### src/rtl/adc_spi_sampler.sv
// adc_spi_sampler: periodic read-only SPI master for a serial ADC (CPOL=1, sampled on SCLK rise).
// Each frame is CS_n low, one setup half-period, FRAME_BITS SCLK cycles, then a quiet gap.

// Protocol invariants on the registered outputs.
module adc_spi_sampler_checker (
   input  logic clk,
   input  logic rst,
   input  logic cs_n,
   input  logic sclk,
   input  logic sample_valid,
   input  logic busy
);
   a_sv_single_cycle : assert property (@(posedge clk) disable iff (rst) sample_valid |=> !sample_valid);
   a_sv_at_cs_rise   : assert property (@(posedge clk) disable iff (rst) sample_valid |-> (cs_n && busy));
   a_idle_lines      : assert property (@(posedge clk) disable iff (rst) !busy |-> (cs_n && sclk));
   a_cs_implies_busy : assert property (@(posedge clk) disable iff (rst) !cs_n |-> busy);
endmodule

module adc_spi_sampler #(
   parameter int HALF_DIV      = 25,
   parameter int FRAME_BITS    = 16,
   parameter int DATA_BITS     = 12,
   parameter int QUIET_CYCLES  = 50,
   parameter int SAMPLE_PERIOD = 1000
) (
   input  logic                 clk,
   input  logic                 rst,
   input  logic                 en,
   input  logic                 miso,
   output logic                 cs_n,
   output logic                 sclk,
   output logic [DATA_BITS-1:0] voltage,
   output logic                 sample_valid,
   output logic                 busy,
   output logic                 overrun
);
   localparam int PH_W  = (HALF_DIV > 1) ? $clog2(HALF_DIV) : 1;
   localparam int BIT_W = $clog2(FRAME_BITS + 1);
   localparam int QT_W  = (QUIET_CYCLES > 1) ? $clog2(QUIET_CYCLES) : 1;
   localparam int PER_W = (SAMPLE_PERIOD > 1) ? $clog2(SAMPLE_PERIOD) : 1;

   localparam logic [PH_W-1:0]  PH_LAST    = PH_W'(HALF_DIV - 1);
   localparam logic [QT_W-1:0]  QT_LAST    = QT_W'(QUIET_CYCLES - 1);
   localparam logic [PER_W-1:0] PER_LAST   = PER_W'(SAMPLE_PERIOD - 1);
   localparam logic [BIT_W-1:0] BIT_FRAME  = BIT_W'(FRAME_BITS);

   typedef enum logic [2:0] {
      ST_IDLE  = 3'd0,
      ST_SETUP = 3'd1,
      ST_LOW   = 3'd2,
      ST_HIGH  = 3'd3,
      ST_QUIET = 3'd4
   } state_t;

   state_t               state_r;
   logic [PH_W-1:0]      phase_r;
   logic [QT_W-1:0]      quiet_r;
   logic [BIT_W-1:0]     bit_cnt_r;
   logic [PER_W-1:0]     period_r;
   logic [DATA_BITS-1:0] shift_r;
   logic                 tick_s;
   logic                 phase_done_s;

   assign tick_s       = (period_r == {PER_W{1'b0}});
   assign phase_done_s = (phase_r == PH_LAST);

   // Free-running frame-rate counter, independent of en and of the frame state.
   always_ff @(posedge clk or posedge rst) begin
      if (rst) begin
         period_r <= {PER_W{1'b0}};
      end else if (period_r == PER_LAST) begin
         period_r <= {PER_W{1'b0}};
      end else begin
         period_r <= period_r + PER_W'(1);
      end
   end

   // Frame sequencer; every output is driven from here so all outputs are registered.
   always_ff @(posedge clk or posedge rst) begin
      if (rst) begin
         state_r      <= ST_IDLE;
         phase_r      <= {PH_W{1'b0}};
         quiet_r      <= {QT_W{1'b0}};
         bit_cnt_r    <= {BIT_W{1'b0}};
         shift_r      <= {DATA_BITS{1'b0}};
         cs_n         <= 1'b1;
         sclk         <= 1'b1;
         voltage      <= {DATA_BITS{1'b0}};
         sample_valid <= 1'b0;
         busy         <= 1'b0;
         overrun      <= 1'b0;
      end else begin
         sample_valid <= 1'b0;
         // A tick that finds a frame still in flight is dropped, not queued.
         overrun      <= tick_s && en && (state_r != ST_IDLE);
         case (state_r)
            ST_IDLE: begin
               cs_n      <= 1'b1;
               sclk      <= 1'b1;
               phase_r   <= {PH_W{1'b0}};
               quiet_r   <= {QT_W{1'b0}};
               bit_cnt_r <= {BIT_W{1'b0}};
               if (tick_s && en) begin
                  state_r <= ST_SETUP;
                  cs_n    <= 1'b0;
                  busy    <= 1'b1;
               end else begin
                  busy    <= 1'b0;
               end
            end
            ST_SETUP: begin
               if (phase_done_s) begin
                  phase_r <= {PH_W{1'b0}};
                  sclk    <= 1'b0;
                  state_r <= ST_LOW;
               end else begin
                  phase_r <= phase_r + PH_W'(1);
               end
            end
            ST_LOW: begin
               if (phase_done_s) begin
                  phase_r   <= {PH_W{1'b0}};
                  shift_r   <= {shift_r[DATA_BITS-2:0], miso};
                  bit_cnt_r <= bit_cnt_r + BIT_W'(1);
                  sclk      <= 1'b1;
                  state_r   <= ST_HIGH;
               end else begin
                  phase_r   <= phase_r + PH_W'(1);
               end
            end
            ST_HIGH: begin
               if (phase_done_s) begin
                  phase_r <= {PH_W{1'b0}};
                  if (bit_cnt_r < BIT_FRAME) begin
                     sclk    <= 1'b0;
                     state_r <= ST_LOW;
                  end else begin
                     // Leading bits have already fallen off the top of shift_r.
                     cs_n         <= 1'b1;
                     voltage      <= shift_r;
                     sample_valid <= 1'b1;
                     state_r      <= ST_QUIET;
                  end
               end else begin
                  phase_r <= phase_r + PH_W'(1);
               end
            end
            ST_QUIET: begin
               if (quiet_r == QT_LAST) begin
                  quiet_r <= {QT_W{1'b0}};
                  busy    <= 1'b0;
                  state_r <= ST_IDLE;
               end else begin
                  quiet_r <= quiet_r + QT_W'(1);
               end
            end
            default: begin
               state_r <= ST_IDLE;
               cs_n    <= 1'b1;
               sclk    <= 1'b1;
               busy    <= 1'b0;
            end
         endcase
      end
   end

   adc_spi_sampler_checker u_checker (
      .clk          (clk),
      .rst          (rst),
      .cs_n         (cs_n),
      .sclk         (sclk),
      .sample_valid (sample_valid),
      .busy         (busy)
   );

endmodule

### config.mk
export PLATFORM = sky130hd
export DESIGN_NAME = adc_spi_sampler
export DESIGN_NICKNAME = d
export VERILOG_FILES = /design/src/rtl/adc_spi_sampler.sv
export SDC_FILE = /design/constraint.sdc
export NUM_CORES = 1
export LEC_CHECK = 0
export CAP_MARGIN = 10
export CELL_PAD_IN_SITES_DETAIL_PLACEMENT = 1
export CELL_PAD_IN_SITES_GLOBAL_PLACEMENT = 2
export CORE_UTILIZATION = 37
export CTS_CLUSTER_SIZE = 16
export DETAILED_ROUTE_END_ITERATION = 8
export GPL_TIMING_DRIVEN = 0
export PLACE_DENSITY = 0.79
export SLEW_MARGIN = 0
export SYNTH_ARGS = -nofsm -noshare
export SYNTH_HDL_FRONTEND = slang
export SYNTH_SLANG_ARGS = --single-unit
### constraint.sdc
create_clock -name clk -period 2.26 [get_ports clk]
set_input_delay 0.339 -clock clk [delete_from_list [all_inputs] [get_ports clk]]
set_output_delay 0.339 -clock clk [all_outputs]
set_load 0.005 [all_outputs]
# --- Word level (Yosys, flattened, before mapping) ---
# Index checks and enable logic that the tools add are counted.
totals:
  ff_bits: 58
  in_bits: 4
  out_inout_bits: 17
  elab_cells: 81
op_classes:
  addsub: 4
  magnitude_cmp: 1
  eq_ne: 14
  n_mux: 29
  bitwise_logic: 4
  reduce_logical: 17
op_table:
  columns: ["operator", "count"]
  rows:
  - ["$pmux W5 S2", 2]
  - ["$mux W3", 6]
  - ["$pmux W3 S5", 1]
  - ["$ne A2 B2 Y1 const B", 7]
  - ["$mux W1", 12]
  - ["$pmux W6 S2", 1]
  - ["$add A10 B1 Y10 const B", 1]
  - ["$add A5 B1 Y5 const B", 2]
  - ["$eq A10 B10 Y1 const B", 1]
  - ["$logic_not A10 Y1", 1]
  - ["$mux W10", 1]
  - ["$mux W5", 2]
  - ["$reduce_and A5 Y1", 2]
  - ["$add A6 B1 Y6 const B", 1]
  - ["$eq A3 B2 Y1 const B", 2]
  - ["$eq A6 B6 Y1 const B", 1]
  - ["$mux W6", 1]
  - ["$pmux W1 S3", 2]
  - ["$reduce_and A2 Y1", 3]
  - ["$reduce_and A3 Y1", 2]
  - ["$reduce_bool A2 Y1", 3]
  - ["$reduce_or A3 Y1", 2]
  - ["$eq A5 B5 Y1 const B", 1]
  - ["$lt A5 B5 Y1 const B", 1]
  - ["7 further kinds", 11]

# --- Longest topological paths before layout ---
# Gate-level depths: netlist (run 1).
logic_depth:
  word_depth: 4
  ltp_mapped: 8

# --- Least setup slack after synthesis (run 1) ---
# Ideal clock, no wire load.
synth_path:
  kind: "reg-to-reg"
  start: "register phase_r[0]"
  end: "register bit_cnt_r[4]"
  setup_ns: 0.078
  t_arrival_ns: 1.912
  required_ns: 2.182
  path_slack_ns: 0.271
  path_stages_with_launch: 8
  n_path_buf: 1
  synth_period_minus_slack_ns: 1.989
  cell_sequence: "dfrtp_1 -> inv_1 -> ha_1 -> nand4b_4 -> or3_1 -> buf_2 -> or4_1 -> a21oi_1"
synth_via:
  elab_chain_cells: 3
synth_rtl:
  columns: ["element", "line_no", "text"]
  rows:
  - ["from (decl)", "56", "logic [PH_W-1:0] phase_r;"]
  - ["from (signal assigned)", "82", "phase_r <= {PH_W{1'b0}};"]
  - ["from (signal assigned)", "100", "phase_r <= {PH_W{1'b0}};"]
  - ["from (signal assigned)", "113", "phase_r <= {PH_W{1'b0}};"]
  - ["$eq A5 B5 Y1", "65", "assign phase_done_s = (phase_r == PH_LAST);"]
  - ["$ne A2 B2 Y1 (no line)", null, null]
  - ["$reduce_and A2 Y1 (no line)", null, null]
  - ["to (signal assigned)", "84", "bit_cnt_r <= {BIT_W{1'b0}};"]
  - ["to (signal assigned)", "102", "bit_cnt_r <= {BIT_W{1'b0}};"]
  - ["to (signal assigned)", "124", "bit_cnt_r <= bit_cnt_r + BIT_W'(1);"]
  - ["to (decl)", "58", "logic [BIT_W-1:0] bit_cnt_r;"]
# Every way passes these cells.
# A chain may end at the register's enable or synchronous reset.

# --- Worst setup path in the final report (run 1) ---
# Same ends and word-level chain as after synthesis.

==> results.tsv, run 1 <==
metric	value	unit
outcome	finished, final reports clean	
Fmax achieved	468	MHz
multiplexer share of the synthesized area	6.25	%
htree depth	3	
Hold WC Path Type	input port to asynchronous set/reset pin	
Worst-Margin Slew	893	ps
syn_area_per_cell	10.1	µm²
share of cells above drive strength 1	14.3	%
Die H	86.5	µm
leak pwr	1.52	nW
peak supply drop	0.000381	V
RR Endpoint	bit_cnt_r[4]$_DFFE_PP0P_	
IO buf count	20	
GRT overflow	0	
HPWL after detailed placement	3840	µm
largest net degree at the start of global routing	33	
Layout Nets	306	
Initial DRC Count	65	
final clock skew	6.29	ps
R2R Path Start	phase_r[0]$_DFFE_PP0P_	
Yosys reg bits	58	
Setup Viol. Count Final	0	
Post-synth ARST share	100	%
fin crit period	2140	ps
Synth Area in Compound Gates	7.39	%
Power Dens Cells	671	nW/µm²
Worst-Skew Late Latency	330	ps
drc violations	0	
ys flop type	dfrtp_1	
Synthesis Warnings	0	
pins over their slew limit	0	
critical path class	flop to flop	
via-per-instance ratio	5.06	
post-synthesis cell area	2640	µm²
Worst Path Max Fanout	8	
placed cell count	378	
Post-synth EDFFs	0	
vias in the first global route	2042	
number of max-cap violations	0	
post-synthesis cell type count	38	
routed vias	2004	
Req. time, crit path	2520	ps
Power, Total	2.18	mW
most area-hungry cell type in the Yosys netlist	dfrtp_1	
final worst path period share	94.5	%
global-route wire length before repair	9830	µm
Clock transition at path regs	70	ps
largest family of logic cells by synthesized area	simple AND/OR/NAND/NOR gates	
CTS tree	done	
largest cells by area after synthesis	dfrtp_1 (53%), nand2_1 (8.1%), mux2_2 (5.1%)	
fin cells	396	
CP Launch Type	flop	
RSZ-0062 raised after global routing	no	
Final ANT Viol Nets	0	
setup tns final	0	ps
Setup crit end kind	flop	
reg2reg path depth	7	
GRT Util Overall	17.3	%
Clock Path Buffers	2	
CP startpoint	phase_r[0]$_DFFE_PP0P_	
n_diodes	0	
R2R Setup Slk	120	ps
worst slack, placed	-156	ps
Routed WL per cell	14.1	µm
Yosys top cell area share	53.1	%
area share of fa/ha/maj cells after synthesis	3.32	%
WL final	5560	µm
CTS Sinks	58	
syn_nets	272	
Pre-antenna DRT Iters	4	
gpl congestion	0.719	
post-synthesis xor/xnor area fraction	2.32	%
final worst slack	125	ps
Initial Util	38.7	%
Synth Area in Simple Gates	22.9	%
CP endpoint	bit_cnt_r[4]$_DFFE_PP0P_	
# IOs	21	
post-synthesis sequential area ratio	55.0	%
Mapped Cells	261	
Rows	30	
chip width	86.5	µm
Final Hold Fails	0	
core area	6830	µm²
initial antenna violation count	0	
Syn-to-layout area delta	22.9	%
CTS root buf	clkbuf_8	
critical path arrival	2400	ps
Slew HR	39.7	%
CTS buffer count	9	
die area	7480	µm²
WHS	398	ps
CTS Hold Buffers Added	0	
worst min path at each step:
stage                             start                       end  slack, ps
3_3_place_gp   bit_cnt_r[3]$_DFFE_PP0P_  bit_cnt_r[3]$_DFFE_PP0P_        460
5_1_grt                             rst    voltage[8]$_DFFE_PP0P_        440
3_5_place_dp    shift_r[11]$_DFFE_PP0P_   shift_r[11]$_DFFE_PP0P_        470
6_report                            rst    voltage[8]$_DFFE_PP0P_        400
4_1_cts                             rst    quiet_r[0]$_DFFE_PP0P_        410
2_1_floorplan   shift_r[11]$_DFFE_PP0P_   shift_r[11]$_DFFE_PP0P_        440
stage by stage:
stage | util (%) | area [µm²]
after CTS | 47.1 | 3220
after global placement | 43.4 | 2960
after detailed placement | 43.6 | 2980
final | 47.5 | 3250
after global routing | 47.5 | 3250
after floorplan | - | 2640
worst max-delay path: stages, from the launching register on:
cell      delay (ps)
dfrtp_1          400
inv_1            140
ha_4             170
nand4b_4         180
or3_1            370
buf_2            170
or4_1            490
a21oi_2          140
cell usage in the layout (no fill, tap or decap), types with 2 or more instances in the layout:
cell type,Yosys,layout
nor3_1,4,3
nor2b_1,4,4
a211o_1,2,2
clkbuf_8,0,10
nor4_1,2,2
o21ai_0,14,14
a21oi_1,9,8
nand2b_1,3,3
ha_1,7,6
o31ai_1,4,4
inv_1,9,8
mux2i_1,3,3
buf_4,0,3
dfstp_2,2,2
xnor2_1,3,3
nand3_1,9,9
bufinv_16,0,2
or3_1,2,2
clkbuf_1,8,8
nor3b_1,2,2
nand2_1,57,57
or2_2,2,2
xor2_1,4,4
and3_1,5,5
nand4_1,6,6
clkdlybuf4s50_1,0,20
mux2_2,12,12
clkinv_2,0,4
dfrtp_1,56,56
nor2_1,18,18
cells in the mapped netlist (4+ instances only):
cell type / instances
dfrtp_1: 56
o31ai_1: 4
nand2_1: 57
nor3_1: 4
nor2b_1: 4
nand4_1: 6
ha_1: 7
clkbuf_1: 8
a21oi_1: 9
o21ai_0: 14
nor2_1: 18
inv_1: 9
xor2_1: 4
nand3_1: 9
and3_1: 5
mux2_2: 12
sequential cells by signal, summed over array words and instances, names as in the netlist:
| name | count |
|---|---|
| bit_cnt_r | 5 |
| busy | 1 |
| cs_n | 1 |
| overrun | 1 |
| period_r | 10 |
| phase_r | 5 |
| quiet_r | 6 |
| sample_valid | 1 |
| sclk | 1 |
| shift_r | 12 |
| state_r | 3 |
| voltage | 12 |
power breakdown:
part	internal, mW	leakage [nW]	total, mW	switching (mW)
combinational	0.0229	0.621	0.0665	0.0436
clock	0.643	0.116	1.06	0.421
sequential	1.04	0.779	1.05	0.00513
total	1.71	1.52	2.18	0.470
cells by family after synthesis:
kind of cell	count (synthesis)
xor gates and xnor gates	7
AOI/OAI and AO/OA	33
muxes	15
buffers and inverters	19
adders and majority gates	7
DFF	58
and+or+nand+nor	122
cell type report:
type                    count  area, µm²
plain buffers              10       42.5
clock buffers              10        138
clock inverters             6       80.1
fillers                   763       3580
inverters                   9       33.8
multi-input cells         184       1140
flip-flops and latches     58       1450
well taps                  96        120
repair buffers             23        235
repair_timing:
action,in CTS,in global routing
pin swaps,0,1
setup buffers,0,2
endpoints found under the setup margin,11,10
endpoints found under the hold margin,0,0
resized for setup,3,3
cloned,0,0
layer usage:
layer / GRT usage [%] / part of all wire (%) / vias up
met3: 3.14 / 2.1 / 10
met1: 23.0 / 49 / 1002
li1: - / - / 967
met2: 26.7 / 46 / 25
met4: 9.55 / 2.3 / 0
met5: 0 / 0 / -
(Power assumes the default switching activity.)
==> run 2, diff against run 1 <==
CORE_UTILIZATION = 40   (was 37)
DONT_BUFFER_PORTS = 1   (was unset)
PLACE_DENSITY = unset   (was 0.79)
PLACE_DENSITY_LB_ADDON = 0.1   (was unset)
==> run 2 against run 1 <==
  * Routed wire length down 0.88%
  * Die area down 7.3%
  * Fmax rose by 0.41%
  * Utilization decreased by 0.30 points
  * Clock-buffer cell count unchanged
  * Non-clock buffer count shrank 18
  * Largest cell class unchanged
==> results.tsv, run 2 (synthesis results as in run 1) <==
metric	value	unit
chip width	83.3	µm
HPWL after detailed placement	3780	µm
Routed WL per cell	15.4	µm
critical path class	flop to flop	
global-route wire length before repair	9970	µm
setup tns final	0	ps
pins over their slew limit	0	
Fmax achieved	470	MHz
Final ANT Viol Nets	0	
die area	6930	µm²
Clock transition at path regs	70	ps
CTS buffer count	9	
drc violations	0	
Worst-Margin Slew	912	ps
WHS	109	ps
CP Launch Type	flop	
CTS tree	done	
Die H	83.3	µm
# IOs	21	
Initial Util	41.6	%
placed inst area	2760	µm²
Hold Path Sink	shift_r[0]$_DFFE_PP0P_	
Clock power frac	43.9	%
WL final	5520	µm
R2R Setup Slk	130	ps
GRT Util Overall	18.3	%
commonest non-fill, non-tap cells in the layout	nand2_1 (57), dfrtp_1 (56), nor2_1 (18)	
peak supply drop	0.000371	V
via-per-instance ratio	5.28	
Final Hold Fails	0	
outcome	finished, final reports clean	
Logic pwr share	3.1	%
GRT overflow	0	
final worst path period share	94.1	%
Initial DRC Count	101	
R2R Path Start	phase_r[0]$_DFFE_PP0P_	
leak pwr	1.43	nW
switching pwr	0.488	mW
Layout Nets	288	
RR Endpoint	bit_cnt_r[4]$_DFFE_PP0P_	
reg2reg path depth	7	
Clock Path Buffers	2	
number of max-cap violations	0	
Hold Crit Depth	2	
hold path start	miso	
Sw Share	24.7	%
Reg power frac	53.0	%
most common cell after layout, fill and taps aside	nand2_1	
fin crit period	2130	ps
routed vias	1896	
IO buf count	0	
CTS root buf	clkbuf_8	
share of cells above drive strength 1	15.2	%
gpl congestion	0.751	
htree depth	3	
largest net degree at the start of global routing	33	
initial antenna violation count	0	
Setup crit end kind	flop	
worst slack, placed	-192	ps
vias in the first global route	2094	
final clock skew	7.04	ps
CTS Sinks	58	
biggest regs	shift_r: 12 flops, voltage: 12 flops, period_r: 10 flops	
Pint	1.49	mW
n_diodes	0	
Setup Viol. Count Final	0	
Worst Path Max Fanout	8	
critical path arrival	2390	ps
Power Dens Cells	659	nW/µm²
Slew HR	38.4	%
Worst-Skew Late Latency	340	ps
Hold WC Path Type	input port to flop	
fin area	3000	µm²
final worst slack	133	ps
Syn-to-layout area delta	13.5	%
core area	6350	µm²
Rows	29	
Req. time, crit path	2520	ps
Pre-antenna DRT Iters	4	
run 2: cell count changes in the layout (fill, tap and decap cells not counted), sizes merged:
| cell | previous run | this run |
|---|---|---|
| bufinv | 2 | 0 |
| buf | 5 | 6 |
| clkinvlp | 0 | 2 |
| clkdlybuf4s50 | 20 | 0 |
| dlygate4sd3 | 0 | 1 |
run 2: repair_timing:
action                                 4_1_cts  5_1_grt
buffers inserted                             0        3
resized for setup                            3        2
hold buffers                                 1        0
endpoints found under the hold margin       24        0
setup endpoints to repair                   19       20
pin swaps                                    0        1
run 2: worst max-delay path by stage:
stage / endpoint / from / cells after the start / slack [ps]
6_report: bit_cnt_r[4]$_DFFE_PP0P_ / phase_r[0]$_DFFE_PP0P_ / 7 / 130
5_1_grt: bit_cnt_r[4]$_DFFE_PP0P_ / phase_r[0]$_DFFE_PP0P_ / 7 / -7
4_1_cts: bit_cnt_r[4]$_DFFE_PP0P_ / phase_r[0]$_DFFE_PP0P_ / 7 / 20
3_5_place_dp: voltage[0]$_DFFE_PP0P_ / phase_r[0]$_DFFE_PP0P_ / 6 / -190
3_3_place_gp: phase_r[2]$_DFFE_PP0P_ / rst / 1 / -250
2_1_floorplan: bit_cnt_r[4]$_DFFE_PP0P_ / phase_r[0]$_DFFE_PP0P_ / 7 / 270
run 2: metrics by stage:
| step | utilization [%] | power, mW | std cells |
|---|---|---|---|
| 2_1_floorplan | - | 1.11 | 261 |
| 3_3_place_gp | 43.1 | 1.12 | 338 |
| 3_5_place_dp | 43.4 | 1.13 | 339 |
| 4_1_cts | 46.7 | 2.01 | 356 |
| 5_1_grt | 47.2 | 2.06 | 359 |
| 6_report | 47.2 | 1.98 | 359 |
run 2: cell type report:
type,instances,area (µm²)
plain buffers,10,42.5
clock buffers,10,138
clock inverters,6,42.5
fillers,720,3350
inverters,9,33.8
multi-input cells,184,1140
flip-flops and latches,58,1450
well taps,77,96.3
repair buffers,5,52.6
run 2: worst max-delay path: stages, from the launching register on:
cell      delay, ps
dfrtp_1         400
inv_1           140
ha_4            170
nand4b_4        180
or3_1           380
buf_2           170
or4_1           470
a21oi_1         150
run 2: power by group through the flow:
stage               sequential (mW)  clock, mW  combinational [mW]
finish                         1.05      0.867              0.0620
global route                   1.05      0.938              0.0729
CTS                            1.05      0.900              0.0608
detailed placement             1.07          0              0.0588
global placement               1.07          0              0.0536
floorplan                      1.07          0              0.0398
run 2: routing by layer:
layer  wire length (µm)  part of all wire [%]  vias to the layer above  track usage [%]
met5                  0                     0                        -                0
met4                123                   2.2                        0             9.40
met3                140                   2.5                        8             4.17
met2               2670                    48                       16             29.7
met1               2580                    47                      950             22.9
li1                   -                     -                      922                -
==> run 3, diff against run 2 <==
CORE_MARGIN = 8   (was unset)
PLACE_DENSITY = 0.79   (was unset)
PLACE_DENSITY_LB_ADDON = unset   (was 0.1)
==> run 3 against run 2 <==
  * Via count did not move
  * First-iteration DRC count fell by 50%
  * Cell area rose by 1.2%
  * Fmax fell by 1.3%
  * Combinational power fell by 5.3%
  * Largest power group unchanged
  * Sequential share of layout area fell by 0.56 points
  * Routed wire length rose by 1.3%
  * Utilization rose by 0.28 points
  * Flip-flop and latch count did not move
  * Die area rose by 36%
  * Critical path type unchanged
  * Worst setup slack got worse by 28 ps
==> results.tsv, run 3 (synthesis results as in run 1) <==
metric	value	unit
Worst-Skew Late Latency	340	ps
GRT overflow	0	
Worst path slowest cell	dfrtp_1	
critical path cell sequence	inv_1 > ha_2 > nand4b_4 > buf_4 > nor4b_4 > clkbuf_4 > mux2_2	
Routed WL per cell	15.4	µm
Worst-Margin Slew	921	ps
critical path class	flop to flop	
commonest non-fill, non-tap cells in the layout	nand2_1 (57), dfrtp_1 (56), nor2_1 (18)	
Final Hold Fails	0	
final worst path period share	95.3	%
gpl congestion	0.718	
initial antenna violation count	0	
CP delay by family, top	buffers and inverters	
n_diodes	0	
CTS tree	done	
die area	9460	µm²
Power, Total	2.09	mW
count of buffer and inverter cells on the critical path	3	
IO buf count	0	
Fmax achieved	464	MHz
Syn-to-layout area delta	14.9	%
HPWL after detailed placement	3830	µm
R2R Setup Slk	110	ps
# IOs	21	
worst slack, placed	-117	ps
Logic pwr share	2.8	%
Clock transition at path regs	80	ps
Req. time, crit path	2480	ps
CTS root buf	clkbuf_8	
Clock Path Buffers	2	
Worst Path Max Fanout	10	
CTS buffer count	9	
hold path start	miso	
most common cell after layout, fill and taps aside	nand2_1	
core area	6390	µm²
htree depth	3	
pins over their slew limit	0	
CP max stage delay	410	ps
Initial Util	41.4	%
vias in the first global route	2028	
Sw Share	24.5	%
routed vias	1896	
Initial DRC Count	51	
share of cells above drive strength 1	16.1	%
CP startpoint	phase_r[0]$_DFFE_PP0P_	
drc violations	0	
Rows	29	
WL final	5580	µm
GRT Util Overall	12.4	%
Slew HR	37.8	%
critical path arrival	2380	ps
Die H	97.3	µm
via-per-instance ratio	5.24	
Final ANT Viol Nets	0	
switching pwr	0.512	mW
outcome	finished, final reports clean	
CP Launch Type	flop	
global-route wire length before repair	9800	µm
Clock power frac	47.0	%
largest net degree at the start of global routing	33	
Pre-antenna DRT Iters	3	
Setup Viol. Count Final	0	
peak supply drop	0.000358	V
CTS Sinks	58	
leak pwr	1.44	nW
fin crit period	2150	ps
biggest regs	shift_r: 12 flops, voltage: 12 flops, period_r: 10 flops	
Hold WC Path Type	input port to flop	
Pint	1.58	mW
final worst slack	105	ps
chip width	97.3	µm
Setup crit end kind	flop	
Power Dens Cells	688	nW/µm²
Reg power frac	50.2	%
Layout Nets	291	
R2R Path Start	phase_r[0]$_DFFE_PP0P_	
number of max-cap violations	0	
final clock skew	7.86	ps
-- run 3: cell count changes in the layout (fill, tap and decap cells not counted) --
| cell | change |
|---|---|
| buf_4 | +2 |
| clkinvlp_4 | +1 |
| clkbuf_4 | +1 |
| bufinv_16 | +1 |
| inv_6 | +1 |
| clkinv_2 | -2 |
| ha_4 | -1 |
| ha_2 | +1 |
| clkbuf_8 | -1 |
-- run 3: final timing paths --
kind | endpoint | cells after the start
max | voltage[5]$_DFFE_PP0P_ | 7
min | shift_r[0]$_DFFE_PP0P_ | 2
max reg2reg | voltage[5]$_DFFE_PP0P_ | 7
min reg2reg | period_r[0]$_DFF_PP0_ | 1
max in group asynchronous | cs_n$_DFFE_PP1P_ | 3
min in group asynchronous | voltage[6]$_DFFE_PP0P_ | 2
-- run 3: metrics by stage --
stage | utilization, % | area [µm²] | hold WS [ps] | std cells | TNS [ps]
3_5_place_dp | 43.2 | 2760 | 320 | 339 | -972
3_3_place_gp | 42.9 | 2740 | 450 | 338 | -14440
6_report | 47.5 | 3030 | 112 | 362 | 0
2_1_floorplan | - | 2640 | 440 | 261 | 0
5_1_grt | 47.5 | 3030 | 90.9 | 362 | -12.5
4_1_cts | 46.6 | 2980 | 95.9 | 356 | 0
-- run 3: power groups by stage --
| stage | Clock, mW | Combinational [mW] | Sequential [mW] |
|---|---|---|---|
| 4_1_cts | 1.01 | 0.0605 | 1.05 |
| 3_5_place_dp | 0 | 0.0591 | 1.07 |
| 6_report | 0.980 | 0.0587 | 1.05 |
| 5_1_grt | 1.06 | 0.0690 | 1.05 |
| 3_3_place_gp | 0 | 0.0535 | 1.07 |
| 2_1_floorplan | 0 | 0.0398 | 1.07 |
-- run 3: repair_timing --
action                                  in CTS  in global routing
buffers inserted                             0                  6
hold buffers                                 1                  0
pin swaps                                    0                  2
endpoints found under the hold margin       26                  0
gates resized for setup                      1                  3
endpoints found under the setup margin       9                 20
-- run 3: worst reg2reg max path, delay by kind of cell (launching register included) --
| family | cells | cell delay [ps] |
|---|---|---|
| DFF | 1 | 410 |
| adders and majority gates | 1 | 210 |
| muxes | 1 | 360 |
| buffers and inverters | 3 | 610 |
| and+or+nand+nor | 2 | 450 |
-- run 3: cell type report --
class	count	area (µm²)
fill	723	3350
sequential	58	1450
multi-input combinational	184	1130
clock buffer	9	124
tap	77	96.3
clock inverter	7	78.8
timing repair buffer	8	75.1
buffer	10	42.5
inverter	9	33.8
-- run 3: routing by layer --
layer | up-vias | routed length (µm) | global-route usage (%)
met1 | 927 | 2790 | 15.6
met2 | 20 | 2430 | 18.8
li1 | 939 | - | -
met5 | - | 0 | 0
met4 | 0 | 110 | 5.94
met3 | 10 | 249 | 4.13
